==> src/rtl/disp_page_sched.sv <==
// Page scheduler sharing the two-digit readout between seq/freq/rom values.
// Optional freeze-blink on disp_blank: define DISP_SCHED_BLINK_EN.
module disp_page_sched #(
    parameter int DEB_CYCLES   = 1000000,
    parameter int ROT_CYCLES   = 150000000,
    parameter int REFR_CYCLES  = 5000000,
    parameter int BLINK_CYCLES = 12500000
) (
    input  logic       CLOCK_50,
    input  logic       KEY0,
    input  logic       KEY1,
    input  logic       KEY2,
    input  logic       KEY3,
    input  logic [6:0] seq_num,
    input  logic [6:0] freq_num,
    input  logic [6:0] rom_addr,
    output logic [6:0] disp_val,
    output logic       disp_blank,
    output logic [1:0] page,
    output logic [2:0] page_onehot,
    output logic       auto_mode,
    output logic       frozen,
    output logic       ovf
);
    localparam int DW = $clog2(DEB_CYCLES + 1);
    localparam int RW = $clog2(ROT_CYCLES + 1);
    localparam int FW = $clog2(REFR_CYCLES + 1);
    localparam logic [DW-1:0] DEB_LAST  = DW'(DEB_CYCLES - 1);
    localparam logic [RW-1:0] ROT_LAST  = RW'(ROT_CYCLES - 1);
    localparam logic [FW-1:0] REFR_LAST = FW'(REFR_CYCLES - 1);

    if (DEB_CYCLES < 1 || ROT_CYCLES < 1 || REFR_CYCLES < 1 ||
        BLINK_CYCLES < 1) begin : g_bad_param
        $error("disp_page_sched: cycle parameters must be >= 1");
    end

    typedef enum logic [1:0] {
        PG_SEQ  = 2'd0,
        PG_FREQ = 2'd1,
        PG_ROM  = 2'd2
    } pg_t;

    logic [2:0]    w_keys;
    logic [2:0]    r_s1;
    logic [2:0]    r_s2;
    logic [2:0]    r_stb;
    logic [DW-1:0] r_deb [3];
    logic [2:0]    w_press;

    pg_t           r_pg;
    pg_t           w_pg_nxt;
    logic          r_auto;
    logic          r_frozen;
    logic          r_unfrz;
    logic [RW-1:0] r_rot;
    logic [FW-1:0] r_refr;
    logic [6:0]    r_val;
    logic          r_ovf;
    logic [6:0]    w_src;
    logic          w_tick;
    logic          w_adv;
    logic          w_frz_nxt;
    logic          w_load;

    assign w_keys = {KEY3, KEY2, KEY1};

    always_ff @(posedge CLOCK_50 or negedge KEY0) begin
        if (!KEY0) begin
            r_s1  <= '1;
            r_s2  <= '1;
            r_stb <= '1;
            for (int i = 0; i < 3; i++) r_deb[i] <= '0;
        end else begin
            r_s1 <= w_keys;
            r_s2 <= r_s1;
            for (int i = 0; i < 3; i++) begin
                if (r_s2[i] == r_stb[i]) begin
                    r_deb[i] <= '0;
                end else if (r_deb[i] == DEB_LAST) begin
                    r_deb[i] <= '0;
                    r_stb[i] <= r_s2[i];
                end else begin
                    r_deb[i] <= r_deb[i] + 1'b1;
                end
            end
        end
    end

    // Press fires in the cycle the stable level is about to fall.
    always_comb begin
        w_press = '0;
        for (int i = 0; i < 3; i++)
            w_press[i] = r_stb[i] & ~r_s2[i] & (r_deb[i] == DEB_LAST);
    end

    assign w_tick    = r_auto & (r_rot == ROT_LAST);
    assign w_adv     = ~r_frozen & ~w_press[2] & (w_press[0] | w_tick);
    assign w_frz_nxt = r_frozen ^ w_press[2];
    assign w_load    = ~r_frozen & ((r_refr == REFR_LAST) | w_adv | r_unfrz);

    always_comb begin
        w_pg_nxt = PG_SEQ;
        case (r_pg)
            PG_SEQ:  w_pg_nxt = w_adv ? PG_FREQ : PG_SEQ;
            PG_FREQ: w_pg_nxt = w_adv ? PG_ROM  : PG_FREQ;
            PG_ROM:  w_pg_nxt = w_adv ? PG_SEQ  : PG_ROM;
            default: w_pg_nxt = PG_SEQ;
        endcase
        w_src = seq_num;
        case (w_pg_nxt)
            PG_FREQ: w_src = freq_num;
            PG_ROM:  w_src = rom_addr;
            default: w_src = seq_num;
        endcase
    end

    always_ff @(posedge CLOCK_50 or negedge KEY0) begin
        if (!KEY0) begin
            r_pg     <= PG_SEQ;
            r_auto   <= 1'b0;
            r_frozen <= 1'b0;
            r_unfrz  <= 1'b0;
            r_rot    <= '0;
            r_refr   <= '0;
            r_val    <= '0;
            r_ovf    <= 1'b0;
        end else begin
            r_pg     <= w_pg_nxt;
            r_auto   <= r_auto ^ w_press[1];
            r_frozen <= w_frz_nxt;
            r_unfrz  <= r_frozen & w_press[2];
            if (w_adv | w_press[1] | ~r_auto)
                r_rot <= '0;
            else if (!(r_frozen | w_press[2]))
                r_rot <= r_rot + 1'b1;
            if (!r_frozen)
                r_refr <= w_load ? '0 : r_refr + 1'b1;
            if (w_load) begin
                r_val <= (w_src > 7'd99) ? 7'd99 : w_src;
                r_ovf <= (w_src > 7'd99);
            end
        end
    end

`ifdef DISP_SCHED_BLINK_EN
    localparam int BW = $clog2(BLINK_CYCLES + 1);
    localparam logic [BW-1:0] BLINK_LAST = BW'(BLINK_CYCLES - 1);

    logic [BW-1:0] r_blk;
    logic          r_blank;

    always_ff @(posedge CLOCK_50 or negedge KEY0) begin
        if (!KEY0) begin
            r_blk   <= '0;
            r_blank <= 1'b0;
        end else if (!w_frz_nxt) begin
            r_blk   <= '0;
            r_blank <= 1'b0;
        end else if (r_frozen) begin
            if (r_blk == BLINK_LAST) begin
                r_blk   <= '0;
                r_blank <= ~r_blank;
            end else begin
                r_blk <= r_blk + 1'b1;
            end
        end
    end

    assign disp_blank = r_blank;
`else
    assign disp_blank = 1'b0;
`endif

    assign disp_val    = r_val;
    assign ovf         = r_ovf;
    assign page        = r_pg;
    assign page_onehot = {r_pg == PG_ROM, r_pg == PG_FREQ, r_pg == PG_SEQ};
    assign auto_mode   = r_auto;
    assign frozen      = r_frozen;

endmodule

==> config.mk <==
export PLATFORM = sky130hd
export DESIGN_NAME = disp_page_sched
export DESIGN_NICKNAME = d
export VERILOG_FILES = /design/src/rtl/disp_page_sched.sv
export SDC_FILE = /design/constraint.sdc
export NUM_CORES = 1
export LEC_CHECK = 0
export ABC_AREA = 1
export ABC_CLOCK_PERIOD_IN_PS = 9200
export CORE_MARGIN = 5
export CORE_UTILIZATION = 52
export CTS_BUF_LIST = sky130_fd_sc_hd__clkbuf_16
export DETAILED_ROUTE_END_ITERATION = 10
export PLACE_DENSITY = 0.81
export SETUP_SLACK_MARGIN = 0.4
export SYNTH_ARGS = -nofsm -noshare
export SYNTH_HDL_FRONTEND = slang
export SYNTH_SLANG_ARGS = --single-unit
==> constraint.sdc <==
create_clock -name CLOCK_50 -period 9.2 [get_ports CLOCK_50]
set_clock_uncertainty 0.05 [all_clocks]
set_input_delay 1.84 -clock CLOCK_50 [delete_from_list [all_inputs] [get_ports CLOCK_50]]
set_output_delay 1.84 -clock CLOCK_50 [all_outputs]
set_load 0.02 [all_outputs]
Word level (Yosys, flattened, before mapping)
Cells that the tools add are included.

Add/sub/neg operators: 5. Multipliers: 0. Divide/modulo/power cells: 0. Order comparisons: 1. Equality and inequality tests: 13. Shift-type cells: 0. Muxes and demuxes: 15. Bitwise operators: 28. Reduce and logical (&&, ||, !) cells: 4.

Operators with widths (count): $mux W20 (6); $add A20 B1 Y20 const B (3); $eq A20 B20 Y1 const B (3); $mux W28 (2); $add A28 B1 Y28 const B (1); $eq A28 B28 Y1 const B (1); $add A23 B1 Y23 const B (1); $eq A23 B23 Y1 const B (1); $mux W23 (1); $pmux W7 S2 (1); $and A1 B1 Y1 (11); $not A1 Y1 (9); $gt A7 B7 Y1 const B (1); $mux W7 (1); $or A1 B1 Y1 (6); $pmux W2 S3 (1); $reduce_and A2 Y1 (3); $eq A2 B1 Y1 const B (2); $eq A2 B2 Y1 const B (2); $mux W2 (2); $eq A1 B1 Y1 (3); $logic_not A2 Y1 (1); $ne A2 B2 Y1 const B (1); $xor A1 B1 Y1 (2); $mux W1 (1).

Register bits: 133. Latch bits: 0. Memory bits (writable): 0. Memory bits (read-only): 0. Word-level logic and storage cells: 82. Memories: 0.

Logic depth before layout (Yosys ltp)
Depth after elaboration: 12. Depth in mapped cells: 23.

Least setup slack after synthesis
No wires, ideal clock.

Kind: flip-flop to flip-flop. From: reg r_frozen, in the netlist frozen. To: reg r_val[4], in the netlist disp_val[4]. Library setup time: 0.117 ns. Arrival time: 3.106 ns. Required time: 9.033 ns. Setup slack: 5.927 ns. Stages on the path, launching flop included: 20. Path buffers: 5. Cells stage by stage: dfrtp_1 -> buf_2 -> inv_2 -> clkbuf_1 -> ha_1 -> buf_2 -> buf_1 -> nand3_1 -> nand2_1 -> inv_1 -> ha_1 -> inv_1 -> buf_2 -> o21ai_0 -> nor2_1 -> nand2_1 -> inv_1 -> nor2_1 -> nand3_1 -> nand2_1.

Cells in the longest elaborated chain, start to end: 9. Elaborated cells on any way between the ends: 15. Classes of those cells: order compare (1); eq/ne (2); mux (6); bitwise (6).

RTL lines: start, declared (line 53) `logic r_frozen;`; start signal, assigned (line 130) `r_frozen <= w_frz_nxt;`; $not A1 Y1 * (line 97) `assign w_adv = ~r_frozen & ~w_press[2] & (w_press[0] | w_tick);`; $and A1 B1 Y1 * (2 in series) (line 97); $mux W2 / $mux W1 (equally long branches) (line 105, 104); $pmux W2 S3 * (line 103) `case (r_pg)`; via w_pg_nxt[0] (line 51) `pg_t w_pg_nxt;`; $eq A2 B2 Y1 / $eq A2 B1 Y1 (equally long branches) (line 110) `case (w_pg_nxt)`; $pmux W7 S2 * (line 110); $gt A7 B7 Y1 (line 139) `r_val <= (w_src > 7'd99) ? 7'd99 : w_src;`; $mux W7 * (line 139); end signal, assigned (line 139); end, declared (line 57) `logic [6:0] r_val;`.

The timed path passes the listed nets; every way through them passes the cells marked *. A chain may end at the register's enable or synchronous reset.

Worst setup path after layout
From: reg r_frozen, in the netlist frozen. To: out frozen.

RTL lines: end, declared (line 22) `output logic frozen,`.

No word-level cell between the ends.

==> metrics.txt <==
status completed; upper clock frequency limit 0.263 GHz; post-cts resize count 0; first-pass GRT wire length 31.2 mm; Worst setup SP type flop; DRC errors left 0; Register Area 0.00334 sq mm; Pre-Repair DR Iteration Count 6; post-layout util 0.596; cell breakdown of the critical path clkdlybuf4s50_1; commonest non-fill, non-tap cell in the layout nand2_1; Hold Worst Slack 0.305 ns; Leak Pwr 4.08 nW; Max Slew Vio Count 0; Critical Path Stages 1; footprint of the multi-input gates around 0.0039 sq mm; hpwl dp 12.8 mm; Hold-fix buffers, CTS 0; max_cap viols 0; Area after DPL ~0.0085 sq mm; initial DRC count 660; Num CTS Buffers 17; VDD IR max 0.152 mV; sequential share of the synthesized area 0.421; Layout fillers about 1400; clk_lat worst skew 0.42 ns; Die Width between 100 and 150 um; Rel. slew slack 0.438; final net count 1186; Worst path max stage delay 0.76 ns; reg2reg start r_deb[0]; drt wl/cell roughly 13 um; cell count of the worst hold path 0; WP buf/inv 1; PortBufs 40; number of setup buffers added after CTS 0; initial antenna violation count 0; TritonCTS clock tree yes; Non-Filler Instances ~1300; Vias between 7000 and 8000; Reg2Reg Depth 21; worst setup path startpoint frozen; die height 133 um; aggregate routed wire length 18.2 mm; DRT antenna net count 0; Syn Nets 1149; synthesized flop and latch total 133; Starting Density 0.525; largest net degree at the start of global routing 83; number of global-route vias before repair 6714; number of synthesized flops with an enable pin 0; Area Growth Syn to Fin 13.5%; Hold Path Origin r_s1[0]; area of the core 0.0151 sq mm; Worst Hold Class reg2reg; most frequent cells in the layout nand2_1 (283), nor2_1 (203), inv_1 (135), dfrtp_1 (124), nand3_1 (100); crit path time final between 3 and 4 ns; average size of a mapped cell 7.13 sq um; critical path's slowest cell dfrtp_1; Total GRT Usage 0.211; CP Capture Type output port; CP Max Fanout 13; RSZ-0062 raised after global routing no; Distinct cells, synth 36; CTS Root Buffer Type clkbuf_16; n_diodes 0; Post-synth ARST share 1.00; Via density 5.40; Reg clk slew, reported paths about 0.06 ns; Bufs on Longest Clock Path 2; Final period util 0.414; Die Area 0.0178 sq mm; clock sinks about 130; Final Setup Violations 0; row cnt 45; Synth Warn # 0; critical path class reg2out; crit-path leading delay family flip-flops; Worst-Margin Slew 0.842 ns; Req. time, crit path between 7 and 8 ns; Final TNS setup 0 ns; # IOs 42; Arr. time, crit path 1.92 ns; Hold Vio Cnt, Final 0; post-placement cell count ~1300; design area roughly 0.009 sq mm; ratio of cells with drive above 1 in the final layout 0.0517; H-tree depth 4; total grt overflow 0; RePlAce Congestion 0.917; PD cells 139 mW/mm^2; most common flop cell mapped by yosys dfrtp_1; Mapped Cells between 1000 and 1500; Netlist Area Pre-Place 0.00792 sq mm
routing by layer:
layer | up-vias | routed length, um | track usage
met3 | 17 | 816 | 0.0446
met1 | 3448 | 8560 | 0.297
met2 | 199 | 8590 | 0.339
met5 | - | 0 | 0
li1 | 3625 | - | -
met4 | 0 | 191 | 0.0474
metrics by stage:
| step | total power [mW] | setup WS, ns |
|---|---|---|
| after floorplan | 0.617 | 5.93 |
| after global placement | 0.643 | 5.73 |
| after detailed placement | 0.644 | 5.56 |
| after CTS | 1.26 | 5.37 |
| after global routing | 1.30 | 5.03 |
| final | 1.25 | 5.39 |
power by group:
part           switching [mW]  internal (mW)  total, mW
Clock                   0.249          0.367      0.616
Combinational          0.0242         0.0150     0.0393
Sequential            0.00287          0.591      0.594
Total                   0.276          0.973       1.25
synth_stat cells (2+ instances only):
cell,count,share of area
nand4_1,60,0.047
a21oi_1,20,0.013
nand2_2,3,0.0024
or2_2,2,0.0016
nor4_1,5,0.0039
inv_2,5,0.0024
a31oi_1,2,0.0016
nor2_2,4,0.0032
xor2_1,41,0.045
nor3b_1,7,0.0066
nand3b_1,3,0.0028
a221oi_1,2,0.0022
nor2_1,203,0.096
xnor2_1,11,0.012
inv_1,132,0.063
nand2_1,283,0.13
dfstp_2,9,0.030
nand3_1,100,0.063
and2_1,2,0.0016
buf_6,2,0.0028
o21ai_0,20,0.013
dfrtp_1,124,0.39
ha_1,12,0.019
nor3_1,26,0.016
buf_1,3,0.0014
nor3_2,4,0.0051
buf_2,12,0.0076
clkbuf_1,6,0.0028
state kept, by name, summed over array words and instances (netlist names):
name and count:
auto_mode 1, disp_val 7, frozen 1, ovf 1, page 2, r_deb 60
r_refr 23, r_rot 28, r_s1 3, r_s2 3, r_stb 3, r_unfrz 1
kinds of logic after synthesis:
logic type                 share of synthesized area
muxes                                        0.00126
buffers and inverters                         0.0805
other                                       0.000473
and+or+nand+nor                                0.388
xor gates and xnor gates                      0.0575
AOI/OAI and AO/OA                             0.0321
adders and majority gates                     0.0189
DFF                                            0.421
worst paths after layout:
path | slack [ns] | to
max | 5.39 | frozen
min reg2reg | 0.30 | r_s2[0]
min | 0.30 | r_s2[0]
max reg2reg | 5.48 | disp_val[4]
min in group asynchronous | 1.38 | r_deb[30]
max in group asynchronous | 6.61 | r_deb[9]
area by class of cell:
| type | instances | share of cell area |
|---|---|---|
| multi-input combinational | 817 | 0.439 |
| sequential | 133 | 0.371 |
| inverter | 137 | 0.0572 |
| clock buffer | 17 | 0.0473 |
| timing repair buffer | 42 | 0.0463 |
| tap | 188 | 0.0261 |
| clock inverter | 15 | 0.0133 |
Power figures use the tool's default switching activity.
==> edit 1, RTL diff (same flow settings) <==
Set the parameter `DEB_CYCLES` to 250000 (it was 1000000).
--- a/src/rtl/disp_page_sched.sv
+++ b/src/rtl/disp_page_sched.sv
@@ -3,3 +3,3 @@
 module disp_page_sched #(
-    parameter int DEB_CYCLES   = 1000000,
+    parameter int DEB_CYCLES   = 250000,
     parameter int ROT_CYCLES   = 150000000,
Behaviour: no difference found for any inputs over 10 cycles, from zero or initial values; that may be too few to reach the edited logic, so the function may still have changed.
==> edit 1 against the original RTL <==
  * Routed wire length down 4.7%
  * Critical path type is now reg -> reg
  * Final area down 4.7%
  * Sequential cell count down 6
  * Critical endpoint is now r_refr[19]
  * Clock power up 2%
  * Non-clock buffer count unchanged
  * Global-route usage up 0.33 points
  * Power down 1.3%
  * Largest cell class unchanged
  * Area after synthesis down 5.1%
  * Core utilization up 0.056 points
  * Cell count down 6.7%
  * Critical path depth up 12
  * Worst setup slack worse by 0.21 ns
  * Highest routed layer unchanged
==> edit 1: results (changes against the original RTL) <==
stage	metric	value	unit	change
critical_path	cp.arrival	4.30	ns	+2.38 ns
layout	top_regs	r_deb x54, r_rot x28, r_refr x23		
logic_synthesis	ys_ff_latch	127		-4.5%
critical_path	crit_fanout	30		+17
detailed_routing	met2_length	8020	um	-6.6%
detailed_routing	drt-initial-drc-count	488		-26%
run_status	status	completed		
placement	hpwl	12120	um	-5.2%
critical_path	crit_start	r_deb[0]		
layout	inverters	131		-4.4%
layout	clock_area_share	6.405	%	+0.34 points
layout	fillers	1281		-7.2%
detailed_routing	dr_wl_met3	923	um	+13%
critical_path	cp_slowest_cell	nand2_1		
global_routing	met1_usage	28.87	%	-0.85 points
logic_synthesis	synth_area_leaders	dfrtp_1 (39%), nand2_1 (12%), nor2_1 (8.1%)		
power_and_ir_drop	ir_drop	113.0	uV	-26%
layout	bufAreaShareNonClock	4.858	%	+0.23 points
detailed_routing	drt-met1-wl	8076	um	-5.6%
sta	worst_pin_slew	1.001	ns	+0.1591 ns
layout	drive_above_1_share	6.611	%	+1.4 points
layout	multi_input_area_share	43.11	%	-0.75 points
placement	globalplace.congestion	0.9539		+4.1%
logic_synthesis	synth_xor_area_share	5.938	%	+0.19 points
global_routing	grtUsageMet3	4.789	%	+0.33 points
die	n_tap_cell	184		-2.1%
logic_synthesis	synth-adder-area-share	1.996	%	+0.10 points
power_and_ir_drop	p_leak	0.003859	uW	-5.5%
layout	fin_nets	1099		-7.3%
detailed_routing	vias	6758		-7.3%
placement	place_ws	5.378	ns	-0.1779 ns
global_routing	grt_max_degree	75		-9.6%
-- edit 1: changes by cell type after synthesis, moves of 5 or more --
| cell | before | now |
|---|---|---|
| o21ai_1 | 0 | 5 |
| dfrtp_1 | 124 | 118 |
| nor4_1 | 5 | 10 |
| nor3_1 | 26 | 45 |
| nand4_1 | 60 | 45 |
| inv_1 | 132 | 122 |
| nand2_1 | 283 | 232 |
| nor2_1 | 203 | 162 |
-- edit 1: report_power, final --
| group | internal, uW | total, uW | switching (uW) |
|---|---|---|---|
| sequential | 564 | 568 | 3.74 |
| combinational | 14.6 | 37.4 | 22.8 |
| clock | 369 | 628 | 259 |
-- edit 1: path summary, 6_finish.rpt --
path | slack, ns | to | depth (start not counted)
worst max register to register | 5.18 | r_refr[19] | 13
max in group asynchronous | 6.44 | page[0] | 2
min in group asynchronous | 1.33 | r_deb[23] | 1
worst min-delay path | 0.30 | r_s2[0] | 0
worst min register to register | 0.30 | r_s2[0] | 0
worst max-delay path | 5.18 | r_refr[19] | 13
-- edit 1: worst register-to-register path, cell delays in order (launching register included) --
cell,delay [ns]
dfrtp_1,0.37
ha_1,0.18
nand2_1,0.08
nor2_2,0.19
inv_1,0.10
nor3b_2,0.35
nand2_1,0.13
ha_1,0.20
buf_4,0.24
nand2_1,0.78
nand2_1,0.19
nand2_1,0.32
nand2_1,0.50
nor2_1,0.26
-- edit 1: metrics by stage --
stage / std cells / total power [uW]
6_report: 1258 / 1234
3_3_place_gp: 1226 / 615.0
2_1_floorplan: 1026 / 589.6
5_1_grt: 1258 / 1273
3_5_place_dp: 1226 / 616.2
4_1_cts: 1258 / 1242
==> edit 2, RTL diff (same settings) <==
Without the edit above. Register the inputs `KEY1`, `KEY2`, `KEY3`, `seq_num`, `freq_num` and `rom_addr` before use, cleared by the reset. The logic sees them one clock later.
--- a/src/rtl/disp_page_sched.sv
+++ b/src/rtl/disp_page_sched.sv
@@ -31,2 +31,27 @@
 
+    logic KEY1_q;
+    logic KEY2_q;
+    logic KEY3_q;
+    logic [6:0] seq_num_q;
+    logic [6:0] freq_num_q;
+    logic [6:0] rom_addr_q;
+
+    always_ff @(posedge CLOCK_50 or negedge KEY0) begin
+        if (!KEY0) begin
+            KEY1_q     <= '0;
+            KEY2_q     <= '0;
+            KEY3_q     <= '0;
+            seq_num_q  <= '0;
+            freq_num_q <= '0;
+            rom_addr_q <= '0;
+        end else begin
+            KEY1_q     <= KEY1;
+            KEY2_q     <= KEY2;
+            KEY3_q     <= KEY3;
+            seq_num_q  <= seq_num;
+            freq_num_q <= freq_num;
+            rom_addr_q <= rom_addr;
+        end
+    end
+
     if (DEB_CYCLES < 1 || ROT_CYCLES < 1 || REFR_CYCLES < 1 ||
@@ -64,3 +89,3 @@
 
-    assign w_keys = {KEY3, KEY2, KEY1};
+    assign w_keys = {KEY3_q, KEY2_q, KEY1_q};
 
@@ -108,7 +133,7 @@
         endcase
-        w_src = seq_num;
+        w_src = seq_num_q;
         case (w_pg_nxt)
-            PG_FREQ: w_src = freq_num;
-            PG_ROM:  w_src = rom_addr;
-            default: w_src = seq_num;
+            PG_FREQ: w_src = freq_num_q;
+            PG_ROM:  w_src = rom_addr_q;
+            default: w_src = seq_num_q;
         endcase
Formal check against the unedited RTL: no difference found for any inputs over 10 cycles, from zero or initial values; that may be too few to reach the edited logic, so the function may still have changed.
==> edit 2 against the original RTL <==
  * Sequential cell count up 24
  * Via count is 0.51% lower
  * Sequential share of layout area is 3.5 points higher
  * Power is 17% higher
  * Register-to-register slack worse by 0.09 ns
  * Count of clock-buffer cells in the layout unchanged
  * Routed wire length increased by 3.6%
  * Area after synthesis is 7.5% higher
  * Final area rose by 7.7%
  * Worst setup slack better by 0.0025 ns
  * Critical path type is now reg -> reg
  * Largest power group unchanged
  * Highest routed layer unchanged
==> edit 2: results (changes against the original RTL) <==
stage	metric	value	unit	change
logic_synthesis	synth.distinct_cells	40		+11%
power_and_ir_drop	p_leak	0.004376	uW	+7.2%
logic_synthesis	synth_compound_area_share	4.378	%	+1.2 points
power_and_ir_drop	ir_drop	143.4	uV	-5.9%
logic_synthesis	synthTopCellsByCount	nand2_1 (269), nor2_1 (177), dfrtp_1 (148), inv_1 (128), nand3_1 (87)		
logic_synthesis	synth_nets	1147		-0.17%
global_routing	grt_max_degree	90		+8.4%
critical_path	crit_fanout	31		+18
detailed_routing	vias	7252		-0.51%
run_status	status	completed		
detailed_routing	wl	18810	um	+3.6%
sta	worst_pin_slew	1.079	ns	+0.2366 ns
layout	fin_nets	1184		-0.17%
global_routing	grt_pass1_vias	7007		+4.4%
placement	post_dp_cell_area	9084	sq um	+7.5%
placement	hpwl	13030	um	+2.0%
logic_synthesis	syn_area_per_cell	7.680	sq um	+7.7%
logic_synthesis	yosysSeqAreaShare	46.26	%	+4.1 points
cts	insertion_delay	0.45	ns	+0.03 ns
critical_path	cp.arrival	4.09	ns	+2.17 ns
critical_path	ff2ff_path_depth	19		-9.5%
critical_path	ff2ff_setup_slack	5.39	ns	-0.09 ns
critical_path	r2r_end	disp_val[0]		
min_path	min_from	KEY2_q		
detailed_routing	drt-initial-drc-count	477		-28%
logic_synthesis	synth_area_leaders	dfrtp_1 (43%), nand2_1 (12%), nor2_1 (7.8%)		
layout	fillers	1375		-0.36%
detailed_routing	via_per_inst	5.274		-2.4%
min_path	hold_path_end	r_s1[1]		
placement	globalplace.congestion	0.9193		+0.31%
logic_synthesis	synth-adder-area-share	1.763	%	-0.13 points
sta	finalCritPeriodShare	41.36	%	about the same
cts	path_clk_slew	0.08	ns	+0.02 ns
logic_synthesis	synth_xor_area_share	5.656	%	-0.092 points
layout	drive_above_1_share	6.816	%	+1.6 points
-- edit 2: changes by cell type after synthesis, sizes merged, moves of 5 or more --
| cell | unedited run | this run |
|---|---|---|
| clkbuf | 6 | 11 |
| nor3 | 30 | 46 |
| a21oi | 21 | 35 |
| dfrtp | 124 | 148 |
| nor2 | 207 | 182 |
| nor3b | 7 | 2 |
| inv | 137 | 130 |
| nand4 | 60 | 44 |
| nand2 | 287 | 274 |
| xnor2 | 11 | 16 |
-- edit 2: routing by layer --
metal | share of wire, % | vias to the layer above | wire length [um] | track usage [%]
met2 | 48 | 198 | 8990 | 34.76
met3 | 5.1 | 34 | 957 | 5.116
li1 | - | 3643 | - | -
met4 | 1.8 | 0 | 330 | 7.409
met1 | 45 | 3377 | 8534 | 28.23
met5 | 0 | - | 0 | 0
-- edit 2: report_power, final --
| part | internal, uW | leakage, uW | switching [uW] |
|---|---|---|---|
| clock network | 371 | 0.000298 | 341 |
| logic | 15.8 | 0.00199 | 26.7 |
| registers | 701 | 0.00208 | 4.86 |
| total | 1090 | 0.00438 | 373 |
-- edit 2: area by class of cell --
class	instances	area, sq um	area share (%)
multi-input combinational	797	3961	40.87
sequential	157	3940	40.65
inverter	130	488.0	5.034
clock buffer	17	425.4	4.389
timing repair buffer	43	424.2	4.376
tap	216	270.3	2.788
clock inverter	15	183.9	1.898
-- edit 2: logic make-up after synthesis --
family	after synthesis
flops	157
buf+inv	155
compound gates	68
other cells	1
fa+ha+maj	12
mux	1
simple gates	660
xor+xnor	55
-- edit 2: how the worst max path moves through the flow --
stage / end / start / slack [ns] / depth (start not counted)
2_1_floorplan: disp_val[0] / frozen / 5.81 / 19
3_5_place_dp: disp_val[0] / r_deb[0] / 5.51 / 19
4_1_cts: disp_val[0] / r_deb[0] / 5.36 / 19
5_1_grt: disp_val[0] / r_deb[0] / 4.92 / 19
3_3_place_gp: disp_val[1] / r_deb[0] / 5.61 / 19
6_report: disp_val[0] / r_deb[0] / 5.39 / 19
-- edit 2: stage by stage --
step,util [%],hold slack (ns)
floorplan,-,0.2830
global placement,56.77,0.2842
detailed placement,56.77,0.2887
CTS,60.58,0.3069
global route,60.58,0.3113
finish,60.58,0.3044
-- edit 2: critical path: stages, from the launching register on --
cell	delay, ns
dfrtp_1	0.37
ha_1	0.19
nand3_1	0.16
nor3b_2	0.27
nand4_1	0.18
ha_1	0.23
buf_4	0.25
nand2_4	0.16
nand2_1	0.06
o21ai_0	0.16
inv_1	0.09
ha_1	0.29
inv_1	0.30
nand3_1	0.15
o21ai_0	0.14
nand2_1	0.09
o21ai_0	0.29
nand2_1	0.13
nand3_2	0.10
nand2_1	0.06
